$ cat src/rtl/mul_arbiter.sv
// mul_arbiter
//   Round-robin scheduler that shares one signed n-bit multiplier between N
//   requesters. Each cycle at most one request is granted; the granted
//   operands are steered to the multiplier. A {valid, id} tag travels beside
//   the multiplier for p cycles. When the tag emerges, the truncated product
//   is returned on a registered response port together with the owner's index.
//
// Ports
//   Clock     in   rising-edge clock
//   nReset    in   asynchronous active-low reset
//   Req       in   [N]    request per requester (held until granted)
//   ReqA/B    in   [N*n]  operands; requester i owns bits [i*n +: n]
//   Hold      in   blocks every grant this cycle
//   Gnt       out  [N]    one-hot grant (combinational)
//   MulA/B    out  [n]    operands to the shared multiplier (0 when idle)
//   MulOut    in   [n]    multiplier product, valid p cycles after issue
//   RspValid  out  registered one-cycle response strobe
//   RspId     out  [IW]   owner of RspData
//   RspData   out  [n]    low n bits of the signed product
module mul_arbiter #(
  parameter int N = 4,
  parameter int n = 8,
  parameter int p = 1,
  localparam int IW = $clog2(N)
) (
  input  logic            Clock,
  input  logic            nReset,
  input  logic [N-1:0]    Req,
  input  logic [N*n-1:0]  ReqA,
  input  logic [N*n-1:0]  ReqB,
  input  logic            Hold,
  output logic [N-1:0]    Gnt,
  output logic [n-1:0]    MulA,
  output logic [n-1:0]    MulB,
  input  logic [n-1:0]    MulOut,
  output logic            RspValid,
  output logic [IW-1:0]   RspId,
  output logic [n-1:0]    RspData
);

  logic [IW-1:0] r_ptr;
  logic          w_gnt_vld;
  logic [IW-1:0] w_gnt_id;
  logic [IW:0]   w_sum;
  logic [IW-1:0] w_cand;
  logic          w_tag_vld;
  logic [IW-1:0] w_tag_id;

  // Stage 0: grant search from the pointer, modulo N, plus operand steering
  always_comb begin
    w_gnt_vld = 1'b0;
    w_gnt_id  = '0;
    w_sum     = '0;
    w_cand    = '0;
    if (nReset && !Hold) begin
      for (int k = 0; k < N; k++) begin
        // one conditional subtract is enough: r_ptr < N and k < N
        w_sum = {1'b0, r_ptr} + (IW+1)'(k);
        if (w_sum >= (IW+1)'(N)) w_sum = w_sum - (IW+1)'(N);
        w_cand = w_sum[IW-1:0];
        if (!w_gnt_vld && Req[w_cand]) begin
          w_gnt_vld = 1'b1;
          w_gnt_id  = w_cand;
        end
      end
    end
  end

  always_comb begin
    Gnt  = '0;
    MulA = '0;
    MulB = '0;
    if (w_gnt_vld) Gnt[w_gnt_id] = 1'b1;
    for (int i = 0; i < N; i++) begin
      if (Gnt[i]) begin
        MulA = ReqA[i*n +: n];
        MulB = ReqB[i*n +: n];
      end
    end
  end

  // A grant is always an acceptance: Gnt is only raised where Req is high.
  always_ff @(posedge Clock or negedge nReset) begin
    if (!nReset) begin
      r_ptr <= '0;
    end else if (w_gnt_vld) begin
      r_ptr <= (w_gnt_id == IW'(N-1)) ? '0 : w_gnt_id + 1'b1;
    end
  end

  // Stage 1..p: tag pipeline shadowing the multiplier latency
  generate
    if (p == 0) begin : g_tag_comb
      assign w_tag_vld = w_gnt_vld;
      assign w_tag_id  = w_gnt_id;
    end else begin : g_tag_pipe
      logic [p-1:0]  r_tag_vld;
      logic [IW-1:0] r_tag_id [p];

      always_ff @(posedge Clock or negedge nReset) begin
        if (!nReset) begin
          r_tag_vld <= '0;
        end else begin
          r_tag_vld[0] <= w_gnt_vld;
          for (int s = 1; s < p; s++) r_tag_vld[s] <= r_tag_vld[s-1];
        end
      end

      // ids are meaningless without their valid bit, so they carry no reset
      always_ff @(posedge Clock) begin
        r_tag_id[0] <= w_gnt_id;
        for (int s = 1; s < p; s++) r_tag_id[s] <= r_tag_id[s-1];
      end

      assign w_tag_vld = r_tag_vld[p-1];
      assign w_tag_id  = r_tag_id[p-1];
    end
  endgenerate

  // Response register: id/data hold their last value between strobes
  always_ff @(posedge Clock or negedge nReset) begin
    if (!nReset) begin
      RspValid <= 1'b0;
      RspId    <= '0;
      RspData  <= '0;
    end else begin
      RspValid <= w_tag_vld;
      if (w_tag_vld) begin
        RspId   <= w_tag_id;
        RspData <= MulOut;
      end
    end
  end

endmodule

$ cat config.mk
export PLATFORM = sky130hd
export DESIGN_NAME = mul_arbiter
export DESIGN_NICKNAME = d
export VERILOG_FILES = /design/src/rtl/mul_arbiter.sv
export SDC_FILE = /design/constraint.sdc
export NUM_CORES = 1
export LEC_CHECK = 0
export ABC_CLOCK_PERIOD_IN_PS = 5000
export BUFFER_PORTS_ARGS = -buffer_cell sky130_fd_sc_hd__buf_2
export CAP_MARGIN = 20
export CORE_MARGIN = 1.5
export CORE_UTILIZATION = 30
export DETAILED_ROUTE_END_ITERATION = 16
export PLACE_DENSITY = 0.71
export SLEW_MARGIN = 20
export SYNTH_ARGS = -nofsm -noshare
export SYNTH_HDL_FRONTEND = slang
export SYNTH_SLANG_ARGS = --single-unit
$ cat constraint.sdc
create_clock -name Clock -period 5 [get_ports Clock]
set_clock_uncertainty 0.15 [all_clocks]
set_input_delay 0.75 -clock Clock [delete_from_list [all_inputs] [get_ports Clock]]
set_output_delay 0.75 -clock Clock [all_outputs]
set_load 0.02 [all_outputs]
# Yosys cells after proc, flatten, opt, wreduce, memory -nomap -nowiden
# Memory sizes are Yosys's and may differ from the RTL's. A register that Yosys moved wholly into a read port is not among the register bits.
# Cells that the tools add are included.
# Widths: inputs -> output; s select.
# totals
regBits	12
ram_bits	2
mem_count	1
wordCells	75
# memory_table
name	depth	width	rd	rd_ports_with_merged_regs	wr	line	text
g_tag_pipe.r_tag_id	1	2	1	1	1	98	logic [IW-1:0] r_tag_id [p];
# op_classes
n_addsub	8
eq_ne	1
muxes	41
n_lt_le_gt_ge	10
reduce_logical	10
# op_table
operator	n
$mux 8	8
$mux 2	14
$lt 2x3->1 const B	5
$mux 1	13
$ge 3x3->1 const B	3
$bmux 1 s2	4
$sub 2x1->2 const B	4
$add 2x2->3 const B	2
$logic_and 1x1->1	5
$logic_not 1->1	5
$mux 4	1
$add 2x1->3 const B	1
$ge 2x3->1 const B	1
$add 2x1->2 const B	1
$demux 1 s2	1
$eq 2x2->1 const B	1
$ge 2x1->1 const B	1

# Logic depth before layout (Yosys ltp)
# Gate-level depths: netlist of run 1.
# depth
depth_word	28
ltp_mapped	10
depth_no_buf	7

# Worst setup path after synthesis of run 1
# OpenSTA, ideal clock, no wires.
# synth_timing
kind	input to output
startpoint	in Hold
endpoint	out MulA[0]
required_ps	4100
stages	9
t_arrival_ps	2676
setup_slack_ps	1424
path_buffers	2
cell_sequence	and2b_1 o41ai_4 buf_4 nor3_1 ha_1 clkbuf_1 a21o_1 o221ai_1 a21oi_1
# synth_via
elab_chain_len	12
word_cells_on_any_way	14
# synth_rtl
element	line	text
from (decl)	31	input logic Hold,
$logic_not 1->1 *	55	if (nReset && !Hold) begin
$logic_and 1x1->1 *	55	
$mux 2 *	55	
via w_gnt_id[0]	43	logic [IW-1:0] w_gnt_id;
$lt 2x3->1 (implied by the code) or $ge 2x1->1 (tied branches)	73	if (w_gnt_vld) Gnt[w_gnt_id] = 1'b1;
$logic_and 1x1->1 (implied by the code)	73	
$mux 1 (implied by the code)	73	
$demux 1 s2 *	73	
$mux 4 *	73	
$mux 8 (3 in series)	75	if (Gnt[i]) begin
$mux 8 *	75	
to (decl)	33	output logic [n-1:0] MulA,
# Mark *: on every way through the listed nets, which the timed path passes. The rest lies on a longest branch.

# Final worst setup path of run 1
# layout_timing
startpoint	in Hold
endpoint	out MulA[7]
# Same word-level chain as after synthesis.

==> results of run 1 <==
-- worst max-delay path: stages --
cell      delay [ns]
buf_2           0.09
and2b_1         0.27
o41ai_4         0.10
buf_4           0.21
nor3_1          0.32
ha_1            0.63
clkinv_1        0.59
o221ai_1        0.23
a21oi_1         0.10
buf_2           0.16
-- metal layers --
metal	vias to the layer above	track usage	wire length (µm)
met5	-	0	0
met2	73	0.289	2180
met3	2	0.0169	302
met1	753	0.210	1800
met4	0	0.0461	27
li1	802	-	-
-- flip-flops by register name, summed over array words and instances (netlist names) --
register	count
g_tag_pipe.r_tag_id	2
r_ptr	2
RspData	8
RspId	2
RspValid	1
g_tag_pipe.r_tag_vld	1
-- power breakdown --
| group | internal [mW] | switching (mW) |
|---|---|---|
| Sequential | 0.148 | 0.0157 |
| Clock | 0.0532 | 0.0385 |
| Combinational | 0.105 | 0.108 |
-- logic make-up after synthesis --
kind of cell / share of synthesized area
buffers and inverters: 0.0598
and+or+nand+nor: 0.211
adders and majority gates: 0.0357
DFF: 0.279
AOI/OAI and AO/OA: 0.317
muxes: 0.0982
-- synthesized netlist by cell type, drive strengths merged, types with 2 or more instances --
| master | instances | area [µm²] |
|---|---|---|
| a21oi | 18 | 90.1 |
| nand2 | 17 | 63.8 |
| o221ai | 17 | 149 |
| a21o | 16 | 120 |
| and3b | 16 | 140 |
| dfrtp | 14 | 350 |
| mux2 | 11 | 128 |
| buf | 7 | 42.5 |
| clkbuf | 6 | 22.5 |
| ha | 4 | 50.1 |
| inv | 3 | 11.3 |
| nor2 | 3 | 11.3 |
| o21ai | 3 | 15.0 |
| and2 | 2 | 12.5 |
| clkinv | 2 | 7.51 |
| dfxtp | 2 | 40.0 |
| nand2b | 2 | 12.5 |
| nor4bb | 2 | 20.0 |
-- final timing paths --
path,start,to,slack [ns],cells after the start
setup / recovery,Hold,MulA[7],0.63,10
hold reg to reg,g_tag_pipe.r_tag_id[0][1]$_DFF_P_,RspId[1]$_DFFE_PN0P_,0.31,1
setup reg to reg,r_ptr[1]$_DFFE_PN0P_,r_ptr[1]$_DFFE_PN0P_,2.91,5
min in group Clock,g_tag_pipe.r_tag_id[0][1]$_DFF_P_,RspId[1]$_DFFE_PN0P_,0.31,1
max in group asynchronous,nReset,RspData[5]$_DFFE_PN0P_,4.23,2
hold / removal,nReset,RspData[7]$_DFFE_PN0P_,0.31,2
-- final cells by class --
cell class,count,share of cell area
multi-input combinational,123,0.461
clock buffer,3,0.0205
inverter,5,0.00933
timing repair buffer,112,0.283
sequential,16,0.194
tap,52,0.0324
==> impl_metrics.json, run 1 <==
{
  "setup_tns_ns": 0,
  "cts_tree": "built",
  "final_cell_area_mm2": 0.00201,
  "final_nets": 344,
  "wire_per_inst_um": 13.8,
  "clk_pin_slew_worst_paths_ns": 0.06,
  "async_flop_share": 0.875,
  "via_count": 1630,
  "layout_common_cells": "109 x buf_2, 18 x a21oi_1, 17 x nand2_1, 17 x o221ai_1",
  "fin_ws_ns": 0.633,
  "die_y_um": 71.3,
  "drv_slew": 0,
  "grt_setup_unrepaired": "no",
  "avgSynthCellArea_um2": 8.93,
  "cts.sinks": 16,
  "fp.dieW_um": 71.3,
  "crit_path_end_kind": "primary output",
  "coreArea_mm2": 0.00441,
  "cts_made_buffers": 3,
  "portBuffers": 109,
  "postLayoutCoreUtil": 0.455,
  "fillCellCount": 443,
  "min_period_ns": 4.37,
  "post-route-period-util": 0.873,
  "power.leakage_nw": 1.15,
  "ff_latch_area_um2": 390,
  "clock_latency_ns": 0.24,
  "ys_seq_elements": 16,
  "postRouteAntennaNets": 0,
  "synthCells": 157,
  "synth-edff-count": 0,
  "cts_root_buffer": "clkbuf_8",
  "multi_input_area_um2": 927,
  "hp-class": "in -> async",
  "io_pins": 110,
  "routed_wl_um": 4310,
  "grt-ovfl-total": 0,
  "drc": 0,
  "ys_warn_count": 0,
  "dp_hpwl_um": 3310,
  "start_kind": "input port",
  "cap_violations": 0,
  "ys.flop_type": "dfrtp_1",
  "grt_pass1_vias": 1551,
  "viasPerCell": 5.24,
  "syn-num-nets": 240,
  "worst_slew_pin_slew_ns": 0.943,
  "fmax_mhz": 229,
  "seq_area_frac_synth": 0.279,
  "synth_cell_types": 36,
  "ctsHoldBuffers": 0,
  "status": "finished, final reports clean",
  "cts_setup_buffers": 0,
  "final_common_cell": "buf_2",
  "drive_gt1_frac": 0.498,
  "grt_antenna_before_repair": 0,
  "syn-cell-area_mm2": 0.00140,
  "irDropWorstVdd_mv": 0.0910,
  "initial_core_util": 0.317,
  "area_growth_pct": 43.5,
  "dp_cells": 308,
  "finalWeightedCongestion": 0.827,
  "maxSlewHeadroom": 0.371,
  "hold_ws_ns": 0.307,
  "post-place-ws_ns": 0.596,
  "grt_max_degree": 34,
  "dpl_cell_area_mm2": 0.00197,
  "hold_viol": 0,
  "crit_type": "in -> out",
  "num_antenna_cells": 0,
  "cts.path.max_buffers": 2,
  "worstPathArrival_ns": 3.47,
  "cts_resized": 0,
  "drt_iter0_markers": 122,
  "fin_cells": 311,
  "gr-usage-all-layers": 0.163,
  "cts.htree.levels": 1,
  "cp_max_fo": 21,
  "crit_required_ns": 4.10,
  "grt_pass1_wl_um": 6920,
  "finalSetupViolations": 0,
  "firstDrtPassIters": 4,
  "p_total_mw": 0.469,
  "row_count": 24,
  "dieArea_mm2": 0.00509,
  "powerDensity_mw_per_mm2": 233
}
No activity file was read; power rests on OpenSTA's default activity.
==> run 2, diff against run 1 <==
--- a/config.mk
+++ b/config.mk
@@ -7,10 +7,10 @@
 export LEC_CHECK = 0
 export ABC_CLOCK_PERIOD_IN_PS = 5000
 export BUFFER_PORTS_ARGS = -buffer_cell sky130_fd_sc_hd__buf_2
-export CAP_MARGIN = 20
 export CORE_MARGIN = 1.5
 export CORE_UTILIZATION = 30
 export DETAILED_ROUTE_END_ITERATION = 16
+export GPL_TIMING_DRIVEN = 0
 export PLACE_DENSITY = 0.71
 export SLEW_MARGIN = 20
 export SYNTH_ARGS = -nofsm -noshare
==> constraint.sdc (replaced) <==
create_clock -name Clock -period 5 [get_ports Clock]
set_clock_uncertainty 0.15 [all_clocks]
set_input_delay 0.5 -clock Clock [delete_from_list [all_inputs] [get_ports Clock]]
set_output_delay 0.5 -clock Clock [all_outputs]
set_load 0.02 [all_outputs]
==> run 2 against run 1 <==
Against the previous run:
- via count up 1.6%
- clock power decreased by 2%
- register-to-register slack gained 0.03 ns
- critical path depth grew 1
- critical path type unchanged
- critical endpoint is now MulB[4]
- highest routed layer unchanged
==> impl_metrics.json, run 2 (synthesized netlist as in run 1, its figures left out) <==
{
  "viasPerCell": 5.16,
  "cts_root_buffer": "clkbuf_8",
  "final_nets": 354,
  "power.leakage_nw": 1.17,
  "drv_slew": 0,
  "cts_tree": "built",
  "grt_pass1_wl_um": 6690,
  "worstPathArrival_ns": 3.07,
  "crit_path_end_kind": "primary output",
  "cts.path.max_buffers": 2,
  "fp.dieW_um": 71.3,
  "largest_reg_flops": 8,
  "num_antenna_cells": 0,
  "layout_common_cells": "113 x buf_2, 18 x a21oi_1, 17 x nand2_1, 17 x o221ai_1",
  "post-place-ws_ns": 1.23,
  "initial_core_util": 0.317,
  "via_count": 1656,
  "p_total_mw": 0.468,
  "grt-ovfl-total": 0,
  "crit_type": "in -> out",
  "die_y_um": 71.3,
  "finalWeightedCongestion": 0.831,
  "dieArea_mm2": 0.00509,
  "maxSlewHeadroom": 0.646,
  "area_growth_pct": 46.5,
  "cts.htree.levels": 1,
  "gr-usage-all-layers": 0.160,
  "final_cell_area_mm2": 0.00205,
  "grt_antenna_before_repair": 0,
  "setup_tns_ns": 0,
  "cp_max_fo": 15,
  "crit_required_ns": 4.35,
  "coreArea_mm2": 0.00441,
  "row_count": 24,
  "slowest_stage": "clkbuf_1",
  "postRouteAntennaNets": 0,
  "status": "finished, final reports clean",
  "routed_wl_um": 4270,
  "postLayoutCoreUtil": 0.465,
  "firstDrtPassIters": 4,
  "post-route-period-util": 0.743,
  "fin_ws_ns": 1.28,
  "top_register": "RspData",
  "cap_violations": 0,
  "dpl_cell_area_mm2": 0.00201,
  "wire_per_inst_um": 13.3,
  "ctsHoldBuffers": 0,
  "clk_pin_slew_worst_paths_ns": 0.06,
  "clock_latency_ns": 0.24,
  "max_stage_delay_ns": 0.35,
  "drc": 0,
  "io_pins": 110,
  "grt_max_degree": 16,
  "cts_resized": 0,
  "finalSetupViolations": 0,
  "powerDensity_mw_per_mm2": 228,
  "portBuffers": 109,
  "hp-class": "in -> async",
  "critical_path.most_common_cell": "buf_2",
  "fmax_mhz": 269,
  "drive_gt1_frac": 0.491,
  "irDropWorstVdd_mv": 0.0694,
  "final_common_cell": "buf_2",
  "worst_slew_pin_slew_ns": 0.532,
  "cts.sinks": 16,
  "drt_iter0_markers": 53,
  "cts_made_buffers": 3,
  "start_kind": "input port",
  "grt_pass1_vias": 1515,
  "dp_hpwl_um": 3400,
  "hold_viol": 0,
  "min_period_ns": 3.72,
  "cts_setup_buffers": 0,
  "path_cells": "buf_2 > and2b_1 > o41ai_4 > buf_4 > nor3_1 > ha_1 > clkbuf_1 > and3b_1 > o221ai_1 > a21oi_1 > buf_2",
  "grt_setup_unrepaired": "no"
}
run 2: worst paths after layout:
check | cells after the start | endpoint | startpoint | slack, ns
setup / recovery | 11 | MulB[4] | nReset | 1.28
hold reg to reg | 0 | RspValid$_DFF_PN0_ | g_tag_pipe.r_tag_vld$_DFF_PN0_ | 0.22
min in group Clock | 0 | RspValid$_DFF_PN0_ | g_tag_pipe.r_tag_vld$_DFF_PN0_ | 0.22
setup reg to reg | 5 | r_ptr[1]$_DFFE_PN0P_ | r_ptr[1]$_DFFE_PN0P_ | 2.94
max in group asynchronous | 1 | RspData[3]$_DFFE_PN0P_ | nReset | 4.46
hold / removal | 1 | RspData[7]$_DFFE_PN0P_ | nReset | 0.001
run 2: through the flow:
stage | hold slack, ns | std cells
6_report | 0.00114 | 321
3_3_place_gp | 0.207 | 318
3_5_place_dp | 0.209 | 318
5_1_grt | 0.0123 | 321
2_1_floorplan | 0.0544 | 157
4_1_cts | 0.00347 | 321
run 2: layout make-up:
cell class	count	area (µm²)
fill	434	2360
inverter	5	18.8
timing repair buffer	109	546
buffer	13	65.1
sequential	16	390
tap	52	65.1
multi-input combinational	123	927
clock buffer	3	41.3
run 2: layer usage:
| layer | global-route usage | part of all wire |
|---|---|---|
| met5 | 0 | 0 |
| met4 | 0.0524 | 0.0063 |
| met3 | 0.0239 | 0.066 |
| met2 | 0.275 | 0.49 |
| met1 | 0.205 | 0.43 |
run 2: where the power goes:
group	internal, mW	total, mW	switching (mW)
logic	0.106	0.216	0.109
clock network	0.0532	0.0903	0.0371
registers	0.148	0.162	0.0144
run 2: critical path, delay by kind of cell:
family | cells | cell delay (ns)
compound gates | 3 | 0.41
fa+ha+maj | 1 | 0.32
buf+inv | 4 | 1.00
simple gates | 3 | 0.84
